### src/rtl/wb_uart_tx.sv
// Wishbone classic slave: TX FIFO + programmable baud divider + 8N1 serialiser.
// Latency: ACK one cycle after the request; a byte reaches o_TX two cycles after its push at the earliest.
// Backpressure: none on the bus (always acks); a push into a full FIFO is dropped and flagged in OVF.

// Generic circular FIFO with a registered fill count.
// Latency: a push is visible on rd_vld/rd_dat the cycle after it is written.
// Backpressure: wr_rdy drops when full unless a pop in the same cycle frees the slot.
module wb_uart_tx_fifo #(
    parameter int W     = 8,
    parameter int DEPTH = 8,
    localparam int AW   = $clog2(DEPTH),
    localparam int CW   = AW + 1
) (
    input  logic          clk,
    input  logic          rst,
    input  logic          wr_vld,
    input  logic [W-1:0]  wr_dat,
    output logic          wr_rdy,
    input  logic          rd_rdy,
    output logic          rd_vld,
    output logic [W-1:0]  rd_dat,
    output logic [CW-1:0] fill,
    output logic          full,
    output logic          empty
);

    logic [W-1:0]  mem [DEPTH];
    logic [AW-1:0] wr_ptr;
    logic [AW-1:0] rd_ptr;
    logic [CW-1:0] cnt;
    logic          do_push;
    logic          do_pop;

    assign full    = (cnt == CW'(DEPTH));
    assign empty   = (cnt == '0);
    assign do_pop  = rd_rdy & ~empty;
    // A pop in the same cycle frees the head slot, so a full FIFO can still accept.
    assign wr_rdy  = ~full | do_pop;
    assign do_push = wr_vld & wr_rdy;
    assign rd_vld  = ~empty;
    assign rd_dat  = mem[rd_ptr];
    assign fill    = cnt;

    // Storage array; contents need no reset because the pointers define validity.
    always_ff @(posedge clk) begin
        if (do_push) begin
            mem[wr_ptr] <= wr_dat;
        end
    end

    // Pointers wrap naturally since DEPTH is a power of two; count tracks occupancy.
    always_ff @(posedge clk or posedge rst) begin
        if (rst) begin
            wr_ptr <= '0;
            rd_ptr <= '0;
            cnt    <= '0;
        end else begin
            if (do_push) begin
                wr_ptr <= wr_ptr + 1'b1;
            end
            if (do_pop) begin
                rd_ptr <= rd_ptr + 1'b1;
            end
            case ({do_push, do_pop})
                2'b10:   cnt <= cnt + 1'b1;
                2'b01:   cnt <= cnt - 1'b1;
                default: cnt <= cnt;
            endcase
        end
    end

endmodule

// Top level: register decode, bus response, TX FIFO and the 8N1 frame FSM.
// Latency: o_ACK/o_DATA/o_TAGN registered, one cycle after the request.
// Backpressure: back-to-back strobes are acked every other cycle; FIFO overflow drops data and sets OVF.
module wb_uart_tx #(
    parameter int DATA_WIDTH  = 32,
    parameter int ADDR_WIDTH  = 32,
    parameter int FIFO_DEPTH  = 8,
    parameter int DEFAULT_DIV = 867
) (
    input  logic                  i_CLK,
    input  logic                  i_RST,
    input  logic [ADDR_WIDTH-1:0] i_ADDR,
    input  logic [DATA_WIDTH-1:0] i_DATA,
    output logic [DATA_WIDTH-1:0] o_DATA,
    input  logic                  i_WE,
    input  logic [3:0]            i_SEL,
    input  logic                  i_STB,
    output logic                  o_ACK,
    input  logic                  i_CYC,
    input  logic                  i_TAGN,
    output logic                  o_TAGN,
    output logic                  o_TX
);

    localparam int CW = $clog2(FIFO_DEPTH) + 1;

    localparam logic [1:0] REG_TXDATA = 2'd0;
    localparam logic [1:0] REG_STATUS = 2'd1;
    localparam logic [1:0] REG_BAUD   = 2'd2;

    typedef enum logic [1:0] {
        ST_IDLE,
        ST_START,
        ST_DATA,
        ST_STOP
    } tx_state_t;

    // Bus decode
    logic                  req;
    logic                  wr_req;
    logic [1:0]            reg_sel;
    logic                  push_vld;
    logic                  ovf_set;
    logic                  ovf_clr;
    logic                  div_wr;
    logic [DATA_WIDTH-1:0] rd_mux;
    logic [DATA_WIDTH-1:0] status_dat;

    // Registers
    logic                  ovf;
    logic [15:0]           bauddiv;

    // FIFO interface
    logic                  fifo_wr_rdy;
    logic                  fifo_rd_vld;
    logic [7:0]            fifo_rd_dat;
    logic [CW-1:0]         fifo_fill;
    logic                  fifo_full;
    logic                  fifo_empty;
    logic                  pop;

    // Transmitter state
    tx_state_t             state;
    logic [7:0]            shift_q;
    logic [15:0]           div_q;
    logic [15:0]           baud_cnt;
    logic [2:0]            bit_cnt;
    logic                  tx_q;
    logic                  busy;

    // Address bits outside [3:2], upper data bits and upper lanes have no function here.
    logic                  unused_inputs;
    assign unused_inputs = ^{i_ADDR[ADDR_WIDTH-1:4], i_ADDR[1:0],
                             i_DATA[DATA_WIDTH-1:16], i_SEL[3:2]};

    assign req      = i_CYC & i_STB & ~o_ACK;
    assign wr_req   = req & i_WE;
    assign reg_sel  = i_ADDR[3:2];
    assign push_vld = wr_req & (reg_sel == REG_TXDATA) & i_SEL[0];
    assign ovf_set  = push_vld & ~fifo_wr_rdy;
    assign ovf_clr  = wr_req & (reg_sel == REG_STATUS) & i_SEL[0] & i_DATA[3];
    assign div_wr   = wr_req & (reg_sel == REG_BAUD);
    assign pop      = (state == ST_IDLE) & fifo_rd_vld;
    assign busy     = (state != ST_IDLE) | ~fifo_empty;
    assign o_TX     = tx_q;

    wb_uart_tx_fifo #(
        .W     (8),
        .DEPTH (FIFO_DEPTH)
    ) u_fifo (
        .clk    (i_CLK),
        .rst    (i_RST),
        .wr_vld (push_vld),
        .wr_dat (i_DATA[7:0]),
        .wr_rdy (fifo_wr_rdy),
        .rd_rdy (pop),
        .rd_vld (fifo_rd_vld),
        .rd_dat (fifo_rd_dat),
        .fill   (fifo_fill),
        .full   (fifo_full),
        .empty  (fifo_empty)
    );

    // Assemble the STATUS word from live flags and the FIFO fill count.
    always_comb begin
        status_dat          = '0;
        status_dat[0]       = busy;
        status_dat[1]       = fifo_full;
        status_dat[2]       = fifo_empty;
        status_dat[3]       = ovf;
        status_dat[8 +: CW] = fifo_fill;
    end

    // Read mux; TXDATA and the reserved slot read as zero.
    always_comb begin
        rd_mux = '0;
        case (reg_sel)
            REG_STATUS: rd_mux = status_dat;
            REG_BAUD:   rd_mux[15:0] = bauddiv;
            default:    rd_mux = '0;
        endcase
    end

    // Registered bus response: one-cycle ACK pulse with tag and read data.
    always_ff @(posedge i_CLK or posedge i_RST) begin
        if (i_RST) begin
            o_ACK  <= 1'b0;
            o_TAGN <= 1'b0;
            o_DATA <= '0;
        end else begin
            o_ACK  <= req;
            o_TAGN <= req ? i_TAGN : 1'b0;
            o_DATA <= (req & ~i_WE) ? rd_mux : '0;
        end
    end

    // Control registers; side effects land in the request cycle.
    always_ff @(posedge i_CLK or posedge i_RST) begin
        if (i_RST) begin
            ovf     <= 1'b0;
            bauddiv <= 16'(DEFAULT_DIV);
        end else begin
            if (ovf_set) begin
                ovf <= 1'b1;
            end else if (ovf_clr) begin
                ovf <= 1'b0;
            end
            if (div_wr && i_SEL[0]) begin
                bauddiv[7:0] <= i_DATA[7:0];
            end
            if (div_wr && i_SEL[1]) begin
                bauddiv[15:8] <= i_DATA[15:8];
            end
        end
    end

    // Frame FSM: divider is latched at frame start so mid-frame BAUDDIV writes wait for the next frame.
    always_ff @(posedge i_CLK or posedge i_RST) begin
        if (i_RST) begin
            state    <= ST_IDLE;
            tx_q     <= 1'b1;
            shift_q  <= '0;
            div_q    <= '0;
            baud_cnt <= '0;
            bit_cnt  <= '0;
        end else begin
            case (state)
                ST_IDLE: begin
                    tx_q <= 1'b1;
                    if (fifo_rd_vld) begin
                        shift_q  <= fifo_rd_dat;
                        div_q    <= bauddiv;
                        baud_cnt <= bauddiv;
                        bit_cnt  <= '0;
                        tx_q     <= 1'b0;
                        state    <= ST_START;
                    end
                end
                ST_START: begin
                    if (baud_cnt == '0) begin
                        tx_q     <= shift_q[0];
                        shift_q  <= {1'b0, shift_q[7:1]};
                        baud_cnt <= div_q;
                        state    <= ST_DATA;
                    end else begin
                        baud_cnt <= baud_cnt - 1'b1;
                    end
                end
                ST_DATA: begin
                    if (baud_cnt == '0) begin
                        baud_cnt <= div_q;
                        if (bit_cnt == 3'd7) begin
                            tx_q  <= 1'b1;
                            state <= ST_STOP;
                        end else begin
                            tx_q    <= shift_q[0];
                            shift_q <= {1'b0, shift_q[7:1]};
                            bit_cnt <= bit_cnt + 1'b1;
                        end
                    end else begin
                        baud_cnt <= baud_cnt - 1'b1;
                    end
                end
                ST_STOP: begin
                    if (baud_cnt == '0) begin
                        state <= ST_IDLE;
                    end else begin
                        baud_cnt <= baud_cnt - 1'b1;
                    end
                end
                default: begin
                    state <= ST_IDLE;
                    tx_q  <= 1'b1;
                end
            endcase
        end
    end

endmodule

### config.mk
export PLATFORM = sky130hd
export DESIGN_NAME = wb_uart_tx
export DESIGN_NICKNAME = d
export VERILOG_FILES = /design/src/rtl/wb_uart_tx.sv
export SDC_FILE = /design/constraint.sdc
export NUM_CORES = 1
export LEC_CHECK = 0
export CELL_PAD_IN_SITES_DETAIL_PLACEMENT = 0
export CELL_PAD_IN_SITES_GLOBAL_PLACEMENT = 2
export CORE_UTILIZATION = 40
export CTS_CLUSTER_DIAMETER = 80
export DETAILED_ROUTE_END_ITERATION = 16
export GPL_TIMING_DRIVEN = 1
export HOLD_SLACK_MARGIN = 0.02
export PLACE_DENSITY_LB_ADDON = 0.1
export SYNTH_ARGS = -nofsm -noshare
export SYNTH_HDL_FRONTEND = slang
export SYNTH_SLANG_ARGS = --single-unit
### constraint.sdc
create_clock -name i_CLK -period 6.05 [get_ports i_CLK]
set_input_delay 0.605 -clock i_CLK [delete_from_list [all_inputs] [get_ports i_CLK]]
set_output_delay 0.605 -clock i_CLK [all_outputs]
set_load 0.02 [all_outputs]
==> run_results.csv, run 1 <==
group,metric,value,unit
sta,finalSetupViolations,0,
setup_path,crit_start,"i_STB",
placement,hpwl,10.8,mm
status,status,"finished, final reports clean",
route,wire_per_inst,19.3,um
setup_path,crit_fanout,6,
placement,place_ws,2760,ps
finish,finalNonFillerCells,840,
sta,fin_setup_tns,0,ps
global_route,globalRouteOverflowTotal,0,
pwr,total_leakage_power,3.43,nW
yosys,syn-instance-count,561,
yosys,synth_commonest_cells,"dfrtp_1, edfxtp_1, nand2_1",
die,num_io_pins,109,
clock_tree,cts_made_buffers,17,
setup_path,reg2reg_from,"baud_cnt[0]",
sta,slew_headroom,26.2,%
sta,tightestPinTransition,1110,ps
setup_path,critPathMaxStageDelay,450,ps
finish,final_util,47.5,%
yosys,synthTopCellsByArea,"dfrtp_1, edfxtp_1, mux4_2, mux2_2, ha_1",
setup_path,critPathTopFamily,"simple AND/OR/NAND/NOR gates",
pwr,peakVddDrop,307,uV
placement,dp.cells,808,
finish,seqCellArea,0.00421,mm2
yosys,syn_avg_cell_area,13.1,um2
global_route,grt_util_all_layers,18.8,%
yosys,synth.most_common_cell,"dfrtp_1",
route,dr.pass1.iters,4,
yosys,yosysSeqAreaShare,57.1,%
yosys,netlist-cell-type-count,64,
sta,setup_ws,3210,ps
die,fp.coreArea,0.0180,mm2
yosys,ys_ff_latch,155,
finish,nFillCells,1616,
placement,finalWeightedCongestion,0.778,
die,floorplan.rows,49,
setup_path,required,6350,ps
yosys,ys_dominant_reg_cell,"dfrtp_1",
clock_tree,holdBufCountCts,0,
placement,io_buffer_count,44,
yosys,yosys.area.top_type,"dfrtp_1",
setup_path,end_kind,"flop",
placement,post_dp_cell_area,0.00795,mm2
sta,grt_setup_unrepaired,"no",
setup_path,worstPathArrival,3140,ps
finish,syn2layout_area_growth,16.3,%
sta,fin_crit_sh,46.9,%
setup_path,cp-start-kind,"input port",
clock_tree,post_cts_resized,0,
setup_path,critPathKind,"in2reg",
route,first_iter_violations,267,
route,vias_per_cell,5.38,
finish,fin_nets,689,
yosys,synth-async-reset-ratio,58.7,%
sta,min_period,2840,ps
clock_tree,cts_max_path_buffers,2,
finish,drive_gt1_share,19.3,%
setup_path,crit_buf_inv,2,
clock_tree,clockRootBuffer,"clkbuf_16",
global_route,antenna_found_initial,0,
clock_tree,post_cts.repair.setup_buffers,0,
finish,n_antenna_cell,0,
clock_tree,cts_tree,"yes",
sta,drv_slew,0,
route,drc,0,
pwr,p_per_area,482,mW/mm2
die,die_x,138,um
global_route,grt_pass1_vias,4632,
sta,skew,10.5,ps
setup_path,crit_path_cell_trace,"clkdlybuf4s50_1, and3b_1, and3_1, and3_1, inv_1, ha_1, xor2_1, ha_1, a21oi_1, xor2_1, nor2_1, xor2_1",
sta,fmax,353,MHz
route,vias,4516,
worst_hold_path,hold_class,"reg2reg",
global_route,grt_max_degree,54,
sta,fin_hold_ws,484,ps
clock_tree,cts.sinks,155,
clock_tree,clk_pin_slew,70,ps
yosys,synth_warnings,0,
yosys,synth_edf_count,64,
setup_path,crit_path_frequent_cell,"xor2_1",
pwr,total_power,4.13,mW
route,ant_nets,0,
yosys,synth_area,0.00737,mm2
die,die-area,0.0190,mm2
sta,hold_violations,0,
clock_tree,worstSkewPairLatency,420,ps
worst_hold_path,min_from,"ovf",
clock_tree,h-tree-depth,4,
setup_path,cp_slowest_cell,"clkdlybuf4s50_1",
global_route,grt_pass1_wl,26.0,mm
flow_run,maxCapViolCount,0,
finish,multi_input_area,0.00291,mm2
finish,final_area,0.00857,mm2
die,start_util,40.9,%
die,die_h,138,um
yosys,yosysTopAreaCellShare,28.5,%
route,drt-total-wl,16.2,mm
-- cells in the final DEF, fill, tap and decap left out, types with 11 or more instances in the layout --
| cell type | n |
|---|---|
| o21ai_0 | 15 |
| clkdlybuf4s50_1 | 44 |
| conb_1 | 16 |
| mux2i_1 | 14 |
| nand2b_1 | 11 |
| edfxtp_1 | 64 |
| clkbuf_16 | 17 |
| nor2_1 | 29 |
| mux2_2 | 30 |
| nand3_1 | 15 |
| ha_1 | 17 |
| nand2_1 | 39 |
| dfrtp_1 | 84 |
| mux4_2 | 16 |
| inv_1 | 14 |
-- layer usage --
| layer | routed length, um | global-route usage (%) |
|---|---|---|
| met5 | 0 | 0 |
| met4 | 149 | 5.43 |
| met1 | 8110 | 27.4 |
| met2 | 7390 | 28.7 |
| met3 | 597 | 3.24 |
-- flip-flops by register name, summed over array words and instances, names as in the netlist, 2 cells and up --
signal and count:
u_fifo.mem 64, baud_cnt 16, bauddiv 16, div_q 16
o_DATA 16, shift_q 8, u_fifo.fill 4, bit_cnt 3
u_fifo.rd_ptr 3, u_fifo.wr_ptr 3, state 2
-- path summary, 6_finish.rpt --
path | endpoint | slack, ps | cells past startpoint
max reg2reg | shift_q[5] | 3240 | 7
max | u_fifo.fill[2] | 3210 | 12
min in group asynchronous | u_fifo.fill[1] | 590 | 2
max in group asynchronous | baud_cnt[11] | 4280 | 3
min reg2reg | ovf | 480 | 2
min | ovf | 480 | 2
-- cell type report --
| class | instances | share of cell area [%] |
|---|---|---|
| Sequential cell | 155 | 49.1 |
| Multi-Input combinational cell | 359 | 33.9 |
| Timing Repair Buffer | 50 | 5.66 |
| Clock buffer | 17 | 4.96 |
| Tap cell | 229 | 3.34 |
| Clock inverter | 15 | 2.32 |
| Inverter | 15 | 0.672 |
-- power by group --
part / leakage [nW] / switching, mW / total [mW] / internal (mW)
clock network: 0.300 / 0.484 / 1.12 / 0.633
logic: 1.40 / 0.735 / 1.46 / 0.723
registers: 1.74 / 0.269 / 1.55 / 1.28
total: 3.43 / 1.49 / 4.13 / 2.64
-- tightest hold or removal path, cell delays in order, from the launching register on --
cell and delay [ps]:
dfrtp_1 350, nand2_1 40, o21ai_0 60
-- kinds of logic (layout without fill, tap and decap cells) --
kind of cell / count (synthesis) / count (layout) / synth area share [%]
DFF: 155 / 155 / 57.1
and+or+nand+nor: 145 / 145 / 11.0
AOI/OAI and AO/OA: 92 / 92 / 9.05
muxes: 73 / 73 / 13.8
buffers and inverters: 62 / 97 / 4.23
adders and majority gates: 17 / 17 / 2.89
xor gates and xnor gates: 16 / 16 / 1.90
other: 1 / 16 / 0.0509
Power figures use the tool's default switching activity.
==> inputs of run 2 (changes only) <==
--- a/config.mk
+++ b/config.mk
@@ -7,7 +7,7 @@
 export LEC_CHECK = 0
 export CELL_PAD_IN_SITES_DETAIL_PLACEMENT = 0
 export CELL_PAD_IN_SITES_GLOBAL_PLACEMENT = 2
-export CORE_UTILIZATION = 40
+export CORE_UTILIZATION = 37
 export CTS_CLUSTER_DIAMETER = 80
 export DETAILED_ROUTE_END_ITERATION = 16
 export GPL_TIMING_DRIVEN = 1
==> constraint.sdc (replaced) <==
create_clock -name i_CLK -period 2.7 [get_ports i_CLK]
set_input_delay 0.27 -clock i_CLK [delete_from_list [all_inputs] [get_ports i_CLK]]
set_output_delay 0.27 -clock i_CLK [all_outputs]
set_load 0.02 [all_outputs]
==> run 2 against run 1 <==
  * Sequential power increased by 120%
  * Largest power group is now combinational cells
  * Clock skew increased by 5.9 ps
  * Highest routed layer unchanged
  * Final cell count rose by 7.5%
  * Wire length increased by 4.1%
  * Combinational power increased by 140%
  * Setup slack got worse by 2900 ps
  * Critical endpoint is now baud_cnt[6]
  * Global-route usage fell by 0.63 points
  * Sequential share of layout area shrank 1.4 points
==> run_results.csv, run 2 (same netlist as run 1, synthesis figures left out) <==
group,metric,value,unit
die,floorplan.rows,51,
global_route,grt_util_all_layers,18.2,%
sta,min_period,2390,ps
setup_path,worstPathArrival,2720,ps
sta,fmax,419,MHz
pwr,peakVddDrop,486,uV
die,num_io_pins,109,
sta,setup_ws,315,ps
sta,drv_slew,0,
placement,finalWeightedCongestion,0.812,
sta,grt_setup_unrepaired,"no",
sta,finalSetupViolations,0,
finish,largest_reg_flops,64,
sta,tightestPinTransition,675,ps
status,status,"finished, final reports clean",
finish,n_antenna_cell,0,
global_route,antenna_found_initial,0,
setup_path,required,3040,ps
route,wire_per_inst,18.7,um
clock_tree,cts_tree,"yes",
clock_tree,cts.sinks,155,
finish,final_common_cell,"dfrtp_1",
finish,drive_gt1_share,22.7,%
clock_tree,cts_max_path_buffers,2,
setup_path,crit_path_cell_trace,"inv_1, ha_1, nor4b_1, and4_1, a21oi_4, nand2_1, o211ai_1",
clock_tree,cts_made_buffers,17,
worst_hold_path,hold_class,"in2async",
pwr,total_leakage_power,3.58,nW
sta,fin_setup_tns,0,ps
pwr,total_power,9.36,mW
finish,largest_register,"u_fifo.mem",
die,fp.coreArea,0.0195,mm2
global_route,grt_max_degree,38,
placement,place_ws,72.0,ps
clock_tree,h-tree-depth,4,
route,first_iter_violations,215,
flow_run,maxCapViolCount,0,
route,vias,4682,
clock_tree,holdBufCountCts,0,
clock_tree,post_cts.repair.setup_buffers,0,
clock_tree,clk_pin_slew,80,ps
die,die_h,143,um
setup_path,critPathKind,"reg2reg",
route,drc,0,
pwr,p_per_area,1060,mW/mm2
sta,skew,16.4,ps
global_route,grt_pass1_vias,4817,
global_route,globalRouteOverflowTotal,0,
finish,syn2layout_area_growth,19.6,%
finish,mostFrequentLayoutCells,"dfrtp_1, edfxtp_1, clkdlybuf4s50_1",
route,ant_nets,0,
setup_path,critPathMaxStageDelay,610,ps
setup_path,crit_fanout,19,
sta,fin_crit_sh,88.3,%
setup_path,cp-start-kind,"flop",
die,start_util,37.9,%
global_route,grt_pass1_wl,27.5,mm
route,drt-total-wl,16.9,mm
setup_path,end_kind,"flop",
clock_tree,post_cts_resized,0,
die,die_x,143,um
clock_tree,worstSkewPairLatency,430,ps
setup_path,cp_slowest_cell,"a21oi_4",
route,vias_per_cell,5.18,
route,dr.pass1.iters,4,
placement,dp.cells,871,
finish,finalNonFillerCells,903,
finish,fin_nets,716,
setup_path,crit_buf_inv,1,
clock_tree,clockRootBuffer,"clkbuf_16",
setup_path,critPathTopFamily,"compound AO/OA/AOI/OAI gates",
die,die-area,0.0205,mm2
placement,io_buffer_count,44,
placement,hpwl,11.8,mm
sta,hold_violations,0,
sta,slew_headroom,54.9,%
## run 2: changes by cell type in the layout (fill, tap and decap cells not counted), sizes merged
cell and delta:
clkinvlp -2, inv +2, buf +27, bufinv -2, clkinv +2
## run 2: cell type report
type,count,area (um2)
Fill cell,1767,10600
Clock buffer,17,425
Inverter,15,57.6
Tap cell,265,332
Sequential cell,155,4210
Timing Repair Buffer,77,701
Multi-Input combinational cell,359,2910
Clock inverter,15,181
## run 2: worst paths after layout
| kind | slack (ps) | end | depth (start not counted) | startpoint |
|---|---|---|---|---|
| min in group i_CLK | 400 | o_TAGN | 2 | i_TAGN |
| setup reg to reg | 310 | baud_cnt[6] | 7 | baud_cnt[0] |
| setup / recovery | 310 | baud_cnt[6] | 7 | baud_cnt[0] |
| hold / removal | 190 | o_ACK | 2 | i_RST |
| max in group asynchronous | 1740 | bit_cnt[0] | 3 | i_RST |
| hold reg to reg | 480 | div_q[9] | 1 | div_q[9] |
## run 2: where the power goes
part,internal [mW],switching [mW]
sequential,2.88,0.520
clock,1.27,1.14
combinational,1.74,1.82
total,5.88,3.47
## run 2: stage by stage
stage | hold slack (ps) | area, um2 | utilization (%)
floorplan | 369 | 7430 | -
CTS | 203 | 8810 | 45.3
global route | 244 | 8810 | 45.3
finish | 191 | 8810 | 45.3
global placement | 466 | 8210 | 42.2
detailed placement | 470 | 8210 | 42.2
## run 2: worst reg2reg max path, delay by kind of cell (launching register included)
| kind | cells | cell delay (ps) |
|---|---|---|
| AO/OA/AOI/OAI | 2 | 830 |
| adder cells (fa/ha/maj) | 1 | 200 |
| buffers and inverters | 1 | 90 |
| flip-flops | 1 | 440 |
| AND/OR/NAND/NOR | 3 | 740 |
## run 2: routing by layer
layer | up-vias | GRT usage (%) | part of all wire [%]
met1 | 2401 | 25.9 | 49
met2 | 93 | 27.4 | 45
met5 | - | 0 | 0
met4 | 0 | 5.21 | 1.1
li1 | 2173 | - | -
met3 | 15 | 4.29 | 4.4
